===== src/rtl/ddr_pkg.sv =====
`default_nettype none
// ============================================================================
// Module   : ddr_pkg
// Brief    : Shared types and defaults for the DDR burst controller slice.
// Revision : 1.0
// ============================================================================
package ddr_pkg;

    localparam int DDR_ADDR_WIDTH_DEF = 26;
    localparam int DDR_DATA_WIDTH_DEF = 128;
    localparam int RD_FIFO_DEPTH_DEF  = 8;

    // Credit, outstanding and FIFO occupancy all range over 0..depth inclusive.
    localparam int CREDIT_WIDTH_DEF = $clog2(RD_FIFO_DEPTH_DEF + 1);

    typedef enum logic [1:0] {
        ST_IDLE     = 2'd0,
        ST_WR_LOAD  = 2'd1,
        ST_WR_ISSUE = 2'd2,
        ST_RD_ISSUE = 2'd3
    } state_e;

    function automatic int credit_width(input int depth);
        return $clog2(depth + 1);
    endfunction

endpackage
`default_nettype wire


===== src/rtl/ddr_rd_fifo.sv =====
`default_nettype none
// ============================================================================
// Module   : ddr_rd_fifo
// Brief    : Synchronous FIFO for read-return beats; push and pop may coincide.
// Revision : 1.0
// ============================================================================
module ddr_rd_fifo
    import ddr_pkg::*;
#(
    parameter int  WIDTH = 128,
    parameter int  DEPTH = 8,
    localparam int c_cnt_w = credit_width(DEPTH)
) (
    input  logic               phy_clk,
    input  logic               rst_n,
    input  logic               push_i,
    input  logic [WIDTH-1:0]   push_data_i,
    input  logic               pop_i,
    output logic [WIDTH-1:0]   head_o,
    output logic [c_cnt_w-1:0] count_o,
    output logic               empty_o
);

    localparam int c_ptr_w = $clog2(DEPTH);

    logic [WIDTH-1:0]   mem_q [DEPTH];
    logic [c_ptr_w-1:0] wr_ptr_q;
    logic [c_ptr_w-1:0] rd_ptr_q;
    logic [c_cnt_w-1:0] count_q;

    // A push into a full FIFO with a simultaneous pop lands in the slot being
    // vacated; the popped word is read before the write takes effect.
    always_ff @(posedge phy_clk or negedge rst_n) begin
        if (!rst_n) begin
            for (int i = 0; i < DEPTH; i++) begin
                mem_q[i] <= '0;
            end
            wr_ptr_q <= '0;
            rd_ptr_q <= '0;
            count_q  <= '0;
        end else begin
            if (push_i) begin
                mem_q[wr_ptr_q] <= push_data_i;
                wr_ptr_q        <= wr_ptr_q + 1'b1;
            end
            if (pop_i) begin
                rd_ptr_q <= rd_ptr_q + 1'b1;
            end
            case ({push_i, pop_i})
                2'b10:   count_q <= count_q + 1'b1;
                2'b01:   count_q <= count_q - 1'b1;
                default: count_q <= count_q;
            endcase
        end
    end

    assign head_o  = mem_q[rd_ptr_q];
    assign count_o = count_q;
    assign empty_o = (count_q == '0);

endmodule
`default_nettype wire


===== src/rtl/ddr_burst_ctrl.sv =====
`default_nettype none
// ============================================================================
// Module   : ddr_burst_ctrl
// Brief    : Burst master for the DDR local interface with credit-protected
//            read returns. Macro DDR_BURST_CTRL_RD_HSK_EN holds read requests
//            until local_ready; otherwise reads are single-cycle pulses.
// Revision : 1.0
// ============================================================================
module ddr_burst_ctrl
    import ddr_pkg::*;
#(
    parameter int DDR_ADDR_WIDTH = DDR_ADDR_WIDTH_DEF,
    parameter int DDR_DATA_WIDTH = DDR_DATA_WIDTH_DEF,
    parameter int LEN_WIDTH      = 4,
    parameter int RD_FIFO_DEPTH  = RD_FIFO_DEPTH_DEF
) (
    input  logic                      phy_clk,
    input  logic                      rst_n,
    input  logic                      cmd_valid,
    output logic                      cmd_ready,
    input  logic                      cmd_write,
    input  logic [DDR_ADDR_WIDTH-1:0] cmd_addr,
    input  logic [LEN_WIDTH-1:0]      cmd_len,
    input  logic                      wr_valid,
    output logic                      wr_ready,
    input  logic [DDR_DATA_WIDTH-1:0] wr_data,
    output logic                      rd_valid,
    input  logic                      rd_ready,
    output logic [DDR_DATA_WIDTH-1:0] rd_data,
    input  logic                      local_init_done,
    output logic [DDR_ADDR_WIDTH-1:0] local_address,
    output logic                      local_burstbegin,
    input  logic                      local_ready,
    output logic                      local_write_req,
    output logic [DDR_DATA_WIDTH-1:0] local_wdata,
    output logic                      local_read_req,
    input  logic [DDR_DATA_WIDTH-1:0] local_rdata,
    input  logic                      local_rdata_valid,
    output logic                      busy,
    output logic                      rd_err
);

    localparam int                  c_cred_w = credit_width(RD_FIFO_DEPTH);
    localparam logic [c_cred_w-1:0] c_depth  = c_cred_w'(RD_FIFO_DEPTH);

    state_e                    state_q;
    logic [LEN_WIDTH-1:0]      len_q;
    logic [LEN_WIDTH-1:0]      beat_q;
    logic [DDR_ADDR_WIDTH-1:0] addr_q;
    logic [DDR_DATA_WIDTH-1:0] wdata_q;
    logic [c_cred_w-1:0]       outstanding_q;
    logic [c_cred_w-1:0]       outstanding_d;
    logic                      run_q;
    logic                      rd_err_q;

    logic                      w_rd_req;
    logic                      w_rd_issue;
    logic                      w_pop;
    logic                      w_ret_ok;
    logic                      w_ret_bad;
    logic                      w_last_beat;
    logic                      w_fifo_empty;
    logic [c_cred_w-1:0]       w_fifo_count;
    logic [c_cred_w-1:0]       w_credits;

    // Every beat in flight or buffered holds one FIFO slot.
    assign w_credits   = c_depth - outstanding_q - w_fifo_count;
    assign w_rd_req    = (state_q == ST_RD_ISSUE) && (w_credits != '0);
    assign w_last_beat = (beat_q == len_q);

`ifdef DDR_BURST_CTRL_RD_HSK_EN
    assign w_rd_issue = w_rd_req && local_ready;
`else
    assign w_rd_issue = w_rd_req;
`endif

    assign w_pop     = rd_valid && rd_ready;
    assign w_ret_ok  = local_rdata_valid && (outstanding_q != '0);
    assign w_ret_bad = local_rdata_valid && (outstanding_q == '0);

    always_comb begin
        outstanding_d = outstanding_q;
        case ({w_rd_issue, w_ret_ok})
            2'b10:   outstanding_d = outstanding_q + 1'b1;
            2'b01:   outstanding_d = outstanding_q - 1'b1;
            default: outstanding_d = outstanding_q;
        endcase
    end

    always_ff @(posedge phy_clk or negedge rst_n) begin
        if (!rst_n) begin
            state_q       <= ST_IDLE;
            len_q         <= '0;
            beat_q        <= '0;
            addr_q        <= '0;
            wdata_q       <= '0;
            outstanding_q <= '0;
            run_q         <= 1'b0;
            rd_err_q      <= 1'b0;
        end else begin
            run_q         <= 1'b1;
            outstanding_q <= outstanding_d;
            if (w_ret_bad) begin
                rd_err_q <= 1'b1;
            end
            case (state_q)
                ST_IDLE: begin
                    if (cmd_valid && cmd_ready) begin
                        addr_q  <= cmd_addr;
                        len_q   <= cmd_len;
                        beat_q  <= '0;
                        state_q <= cmd_write ? ST_WR_LOAD : ST_RD_ISSUE;
                    end
                end
                ST_WR_LOAD: begin
                    if (wr_valid) begin
                        wdata_q <= wr_data;
                        state_q <= ST_WR_ISSUE;
                    end
                end
                ST_WR_ISSUE: begin
                    if (local_ready) begin
                        if (w_last_beat) begin
                            state_q <= ST_IDLE;
                        end else begin
                            beat_q  <= beat_q + 1'b1;
                            addr_q  <= addr_q + 1'b1;
                            state_q <= ST_WR_LOAD;
                        end
                    end
                end
                ST_RD_ISSUE: begin
                    if (w_rd_issue) begin
                        if (w_last_beat) begin
                            state_q <= ST_IDLE;
                        end else begin
                            beat_q <= beat_q + 1'b1;
                            addr_q <= addr_q + 1'b1;
                        end
                    end
                end
                default: state_q <= ST_IDLE;
            endcase
        end
    end

    ddr_rd_fifo #(
        .WIDTH (DDR_DATA_WIDTH),
        .DEPTH (RD_FIFO_DEPTH)
    ) u_rd_fifo (
        .phy_clk     (phy_clk),
        .rst_n       (rst_n),
        .push_i      (w_ret_ok),
        .push_data_i (local_rdata),
        .pop_i       (w_pop),
        .head_o      (rd_data),
        .count_o     (w_fifo_count),
        .empty_o     (w_fifo_empty)
    );

    // run_q keeps cmd_ready low while reset is asserted and for the first edge.
    assign cmd_ready        = run_q && (state_q == ST_IDLE) && local_init_done;
    assign wr_ready         = (state_q == ST_WR_LOAD);
    assign local_write_req  = (state_q == ST_WR_ISSUE);
    assign local_read_req   = w_rd_req;
    assign local_burstbegin = (local_write_req || local_read_req) && (beat_q == '0);
    assign local_address    = addr_q;
    assign local_wdata      = wdata_q;
    assign rd_valid         = !w_fifo_empty;
    assign busy             = (state_q != ST_IDLE) || (outstanding_q != '0);
    assign rd_err           = rd_err_q;

endmodule
`default_nettype wire


===== config.mk =====
export PLATFORM = sky130hd
export DESIGN_NAME = ddr_burst_ctrl
export DESIGN_NICKNAME = d
export VERILOG_FILES = /design/src/rtl/ddr_pkg.sv /design/src/rtl/ddr_rd_fifo.sv /design/src/rtl/ddr_burst_ctrl.sv
export SDC_FILE = /design/constraint.sdc
export NUM_CORES = 2
export LEC_CHECK = 0
export BUFFER_PORTS_ARGS = -buffer_cell sky130_fd_sc_hd__buf_2
export CAP_MARGIN = 10
export CORE_UTILIZATION = 45
export CTS_CLUSTER_DIAMETER = 120
export CTS_CLUSTER_SIZE = 24
export DETAILED_ROUTE_END_ITERATION = 10
export PLACE_DENSITY = 0.7
export SLEW_MARGIN = 20
export SYNTH_ARGS = -nofsm -noshare
export SYNTH_HDL_FRONTEND = slang
export SYNTH_SLANG_ARGS = --single-unit

===== constraint.sdc =====
create_clock -name phy_clk -period 8.7 [get_ports phy_clk]
set_clock_uncertainty 0.2 [all_clocks]
set_input_delay 1.74 -clock phy_clk [delete_from_list [all_inputs] [get_ports phy_clk]]
set_output_delay 1.74 -clock phy_clk [all_outputs]
set_load 0.02 [all_outputs]

; Word-level counts from Yosys, hierarchy flattened
; Index checks and enable logic that the tools add are counted.
[op_classes]
div_mod_pow = 0
n_mul = 0
mux = 26
n_reduce_logical = 26
n_addsub = 10
n_shift = 0
bitwise_logic = 2
n_lt_le_gt_ge = 3
n_eq_ne = 13
[ops]
columns = cell, count
row1 = $bwmux 1024, 1
row2 = $bmux 128 s3, 1
row3 = $demux 128 s3, 1
row4 = $mux 128, 3
row5 = $mux 26, 4
row6 = $pmux 26 s3, 1
row7 = $add 26x1->26 const B, 1
row8 = $mux 4, 4
row9 = $pmux 4 s2, 2
row10 = $add 4x1->4 const B, 3
row11 = $logic_not 4->1, 3
row12 = $mux 2, 6
row13 = $pmux 4 s3, 1
row14 = $ne 2x2->1 const B, 5
row15 = $logic_and 1x1->1, 9
row16 = $eq 2x2->1 const B, 4
row17 = $ge 4x4->1 const B, 2
row18 = $not 3->4, 2
row19 = $pmux 2 s4, 1
row20 = $reduce_bool 4->1, 2
row21 = $sub 4x1->4 const B, 2
row22 = $add 3x1->3 const B, 2
row23 = $eq 2x1->1 const B, 3
row24 = $reduce_bool 2->1, 3
row25 = other kinds (12), 14
[totals]
word_cells = 99
output_inout_bits = 290
reg_bits = 1204
mem_bits_ro = 0
n_memories = 0
inputBits = 295
latch_bits = 0
mem_bits_rw = 0

; Longest topological paths before layout
[logic_depth]
depth_word = 6
depth_mapped = 15
ltp_nobuf = 15

; Cells and area by module
; From an unflattened synthesis, not the netlist that was laid out.
[hier_totals]
cells_unflattened = 3248
area_unflattened_um2 = 53558.9
[modules_own_cells]
columns = module, area_each_um2, seq_area_each_um2, cells_per_inst, n_inst
row1 = ddr_rd_fifo, 46036.7, 25874.8, 2669, 1
row2 = ddr_burst_ctrl, 7522.2, 4254.1, 579, 1

; Worst setup path after synthesis
; Ideal clock, no wire load.
[synth_path]
path_type = register to output
from = register outstanding_q[1]
to = output port local_burstbegin
path_stages_with_launch = 11
arrival_time_ps = 2401
n_path_buf = 0
setup_slack_ps = 4359
required_ps = 6760
path_cell_list = dfrtp_1 > ha_1 > inv_1 > ha_1 > fa_1 > xnor2_1 > xnor2_1 > nand2b_1 > nand3_1 > inv_1 > o211a_1
[synth_between]
elab_chain_len = 6
[synth_lines]
columns = element, line_no
row1 = start: declaration, ddr_burst_ctrl.sv:51  ; logic [c_cred_w-1:0] outstanding_q;
row2 = start signal: assignment, ddr_burst_ctrl.sv:102  ; outstanding_q <= outstanding_d;
row3 = $sub 4x4->4 (2 in a row), ddr_burst_ctrl.sv:67  ; assign w_credits = c_depth - outstanding_q - w_fifo_count;
row4 = $reduce_bool 4->1, ddr_burst_ctrl.sv:68  ; assign w_rd_req = (state_q == ST_RD_ISSUE) && (w_credits != '0);
row5 = $logic_and 1x1->1, ddr_burst_ctrl.sv:68
row6 = net local_read_req, ddr_burst_ctrl.sv:36  ; output logic local_read_req,
row7 = $logic_or 1x1->1, ddr_burst_ctrl.sv:166  ; assign local_burstbegin = (local_write_req || local_read_req) && (beat_q == '0);
row8 = $logic_and 1x1->1, ddr_burst_ctrl.sv:166
row9 = end: declaration, ddr_burst_ctrl.sv:32  ; output logic local_burstbegin,
; The timed path passes the listed nets, and every way through them passes these cells.

; Worst setup path in the final report
[layout_path]
from = register u_rd_fifo.rd_ptr_q[1]
to = output port rd_data[48]
[layout_between]
elab_chain_len = 4
[layout_lines]
columns = element, line_no
row1 = start: declaration, ddr_rd_fifo.sv:28  ; logic [c_ptr_w-1:0] rd_ptr_q;
row2 = start signal: assignment, ddr_rd_fifo.sv:47  ; rd_ptr_q <= rd_ptr_q + 1'b1;
row3 = $not 3->4 (implied by the code), ddr_rd_fifo.sv:57  ; assign head_o = mem_q[rd_ptr_q];
row4 = $bmux 128 s3, ddr_rd_fifo.sv:57
row5 = $mux 128 (implied by the code) (2 in a row), ddr_rd_fifo.sv:57
row6 = end: declaration, ddr_burst_ctrl.sv:29  ; output logic [DDR_DATA_WIDTH-1:0] rd_data,
; No other way between the ends. The select of a mux whose other input is x is not followed.

==> results.py <==
metrics = {
    "synthesis": {
        "synth_top_area_cell": "dfrtp_1",
        "ys.flop_type": "dfrtp_1",
        "ys_ff_latch": 1204,
        "synthTopCellsByArea": "dfrtp_1, mux2_2, mux4_2",
        "synth_warnings": 0,
        "synth.top_cell.area_share": 0.551,
        "async_flop_share": 1.00,
        "synth_edf_count": 0,
        "synthesis.area_um2": 54700,
        "syn_area_per_cell_um2": 16.8,
        "synth_nets": 3568,
        "yosysMostFrequentCell": "dfrtp_1",
        "syn_inst": 3255,
        "ys_types": 68,
        "ys_seq_area_frac": 0.551,
        "yosys-top-cells-count": "dfrtp_1, mux2_2, mux4_2, mux2_4, clkbuf_1",
    },
    "sta": {
        "fin_ws_ps": 3360,
        "fmax_ghz": 0.187,
        "whs_ps": 306,
        "period_minus_slack_ps": 5340,
        "slew_headroom": 0.321,
        "drv_slew": 0,
        "fin_tns_setup_ps": 0,
        "finalHoldViolations": 0,
        "worst_pin_slew_ps": 1020,
        "rsz0062_at_grt": "false",
        "setup_viol": 0,
        "timing.final.crit_share": 0.614,
    },
    "placement": {
        "post-place-ws_ps": 3750,
        "dpl.hpwl_um": 80300,
        "portBuffers": 584,
        "place_area_um2": 58700,
        "place_congestion": 0.932,
        "dp.cells": 5290,
    },
    "hold_path": {
        "worstHoldEndpoint": "u_rd_fifo.mem_q[207]",
        "hold_depth": 1,
        "min_from": "u_rd_fifo.mem_q[207]",
        "hold_path_class": "reg2reg",
    },
    "die": {
        "die-area_um2": 123000,
        "fp.dieW_um": 351,
        "rows": 127,
        "die_height_um": 351,
        "io_pins": 585,
        "initial_core_util": 0.455,
        "coreArea_um2": 120000,
    },
    "finish": {
        "finalNonFillerCells": 5384,
        "final_area_um2": 60300,
        "drive_above_1_share": 0.604,
        "utilization": 0.501,
        "nNetsFinal": 4050,
        "area_delta_synth_final_pct": 10.2,
        "fillers": 10173,
    },
    "cts": {
        "cts_tree": "done",
        "postCtsSetupRepairBufs": 0,
        "cts_hold_buf": 0,
        "cts-buffers-inserted": 56,
        "clkTransAtPathRegs_ps": 90,
        "clock_latency_ps": 680,
        "ctsHtreeMaxLevel": 2,
        "clockRootBuffer": "clkbuf_16",
        "clockBufferDepth": 3,
        "clkSinkCount": 1204,
        "cts.repair.resized": 0,
    },
    "drt": {
        "wl_met2_um": 62600,
        "wl_met1_um": 56300,
        "dr_wl_met3_um": 6870,
        "post_drt_wl_per_cell_um": 24.2,
        "firstDrtPassIters": 5,
        "drcViolationCount": 0,
        "wirelength_um": 130000,
        "drtIter0Drc": 1764,
        "top_layer": "met5",
        "vias": 30085,
        "viasPerCell": 5.59,
        "ant_nets": 0,
    },
    "grt": {
        "overflow": 0,
        "grt_pass1_vias": 32041,
        "grt_pass1_wl_um": 200000,
        "grtUsageTotal": 0.211,
        "grt_max_degree": 170,
        "antenna_found_initial": 53,
    },
    "worst_setup_path": {
        "reg2reg_slack_ps": 4800,
        "worstPathCellList": "buf_4 > mux4_2 > mux2_2 > buf_2",
        "crit_arrival_ps": 3400,
        "critPathBufInv": 2,
        "crit_family": "buffers and inverters",
        "rr_startpoint": "outstanding_q[3]",
        "r2r_end": "u_rd_fifo.mem_q[230]",
        "end_kind": "output pin",
        "max_stage_delay_ps": 880,
        "reg2reg_depth": 7,
        "worstPathRequired_ps": 6760,
        "slowest_stage": "dfrtp_4",
        "start_kind": "flop",
        "path_class": "reg2out",
        "worstPathMaxFanout": 59,
    },
    "job": {
        "cap_violations": 0,
    },
    "power": {
        "ir_drop_mv": 0.270,
        "p_leak_nw": 26.5,
        "power_mw": 24.9,
        "power_density_nw_per_um2": 414,
    },
    "status": {
        "outcome": "finished clean",
    },
}
-- how the worst max path moves through the flow --
stage / slack (ps) / from / cells past startpoint / endpoint
after global placement: 3780 / u_rd_fifo.rd_ptr_q[0] / 4 / rd_data[100]
after global routing: 3120 / outstanding_q[0] / 11 / local_burstbegin
final: 3360 / u_rd_fifo.rd_ptr_q[1] / 4 / rd_data[48]
after detailed placement: 3750 / local_rdata_valid / 8 / u_rd_fifo.mem_q[383]
after CTS: 2990 / u_rd_fifo.rd_ptr_q[0] / 4 / rd_data[100]
after floorplan: 4360 / outstanding_q[1] / 10 / local_burstbegin
-- power by group --
part           internal, mW  switching [mW]
Clock                  1.18            1.75
Sequential             8.42            1.63
Combinational          6.48            5.45
-- sequential cells by signal, indices dropped and copies added, names as in the netlist --
register and flops:
rd_err 1, local_address 26, run_q 1, len_q 4, u_rd_fifo.count_o 4, state_q 2, u_rd_fifo.rd_ptr_q 3, local_wdata 128
outstanding_q 4, u_rd_fifo.wr_ptr_q 3, u_rd_fifo.mem_q 1024, beat_q 4
-- area by class of cell --
type / count / area [µm²] / area share
Inverter: 25 / 96.3 / 0.00160
Timing Repair Buffer: 642 / 3510 / 0.0582
Clock inverter: 3 / 25.0 / 0.000415
Tap cell: 1612 / 2020 / 0.0335
Clock buffer: 59 / 1430 / 0.0238
Antenna cell: 31 / 77.6 / 0.00129
Multi-Input combinational cell: 1808 / 23000 / 0.381
Sequential cell: 1204 / 30100 / 0.500
-- placed cells by master (no fill, tap or decap), types with 10 or more instances in the layout --
master and instances:
mux4_2 256, nor2_1 17, nor3_1 18, clkbuf_16 57, buf_2 583, buf_12 10
nand2_1 45, mux2_4 230, diode_2 31, xnor2_1 11, inv_1 23, o21ai_0 12
buf_4 47, ha_1 15, dfrtp_1 1201, nand3_1 14, mux2_2 1051
-- cells by family after synthesis --
| kind of cell | after synthesis | share of synthesized area |
|---|---|---|
| flip-flops | 1204 | 0.551 |
| buffers and inverters | 243 | 0.0303 |
| adder cells (fa/ha/maj) | 18 | 0.00453 |
| multiplexers | 1543 | 0.386 |
| other | 1 | 0.0000685 |
| XOR/XNOR | 19 | 0.00304 |
| AND/OR/NAND/NOR | 150 | 0.0148 |
| AO/OA/AOI/OAI | 77 | 0.0107 |
-- metal layers --
| metal | GRT usage | vias to the layer above |
|---|---|---|
| li1 | - | 13030 |
| met1 | 0.282 | 16145 |
| met2 | 0.340 | 677 |
| met3 | 0.0439 | 201 |
| met4 | 0.0770 | 32 |
| met5 | 0 | - |
Power figures use the tool's default switching activity.
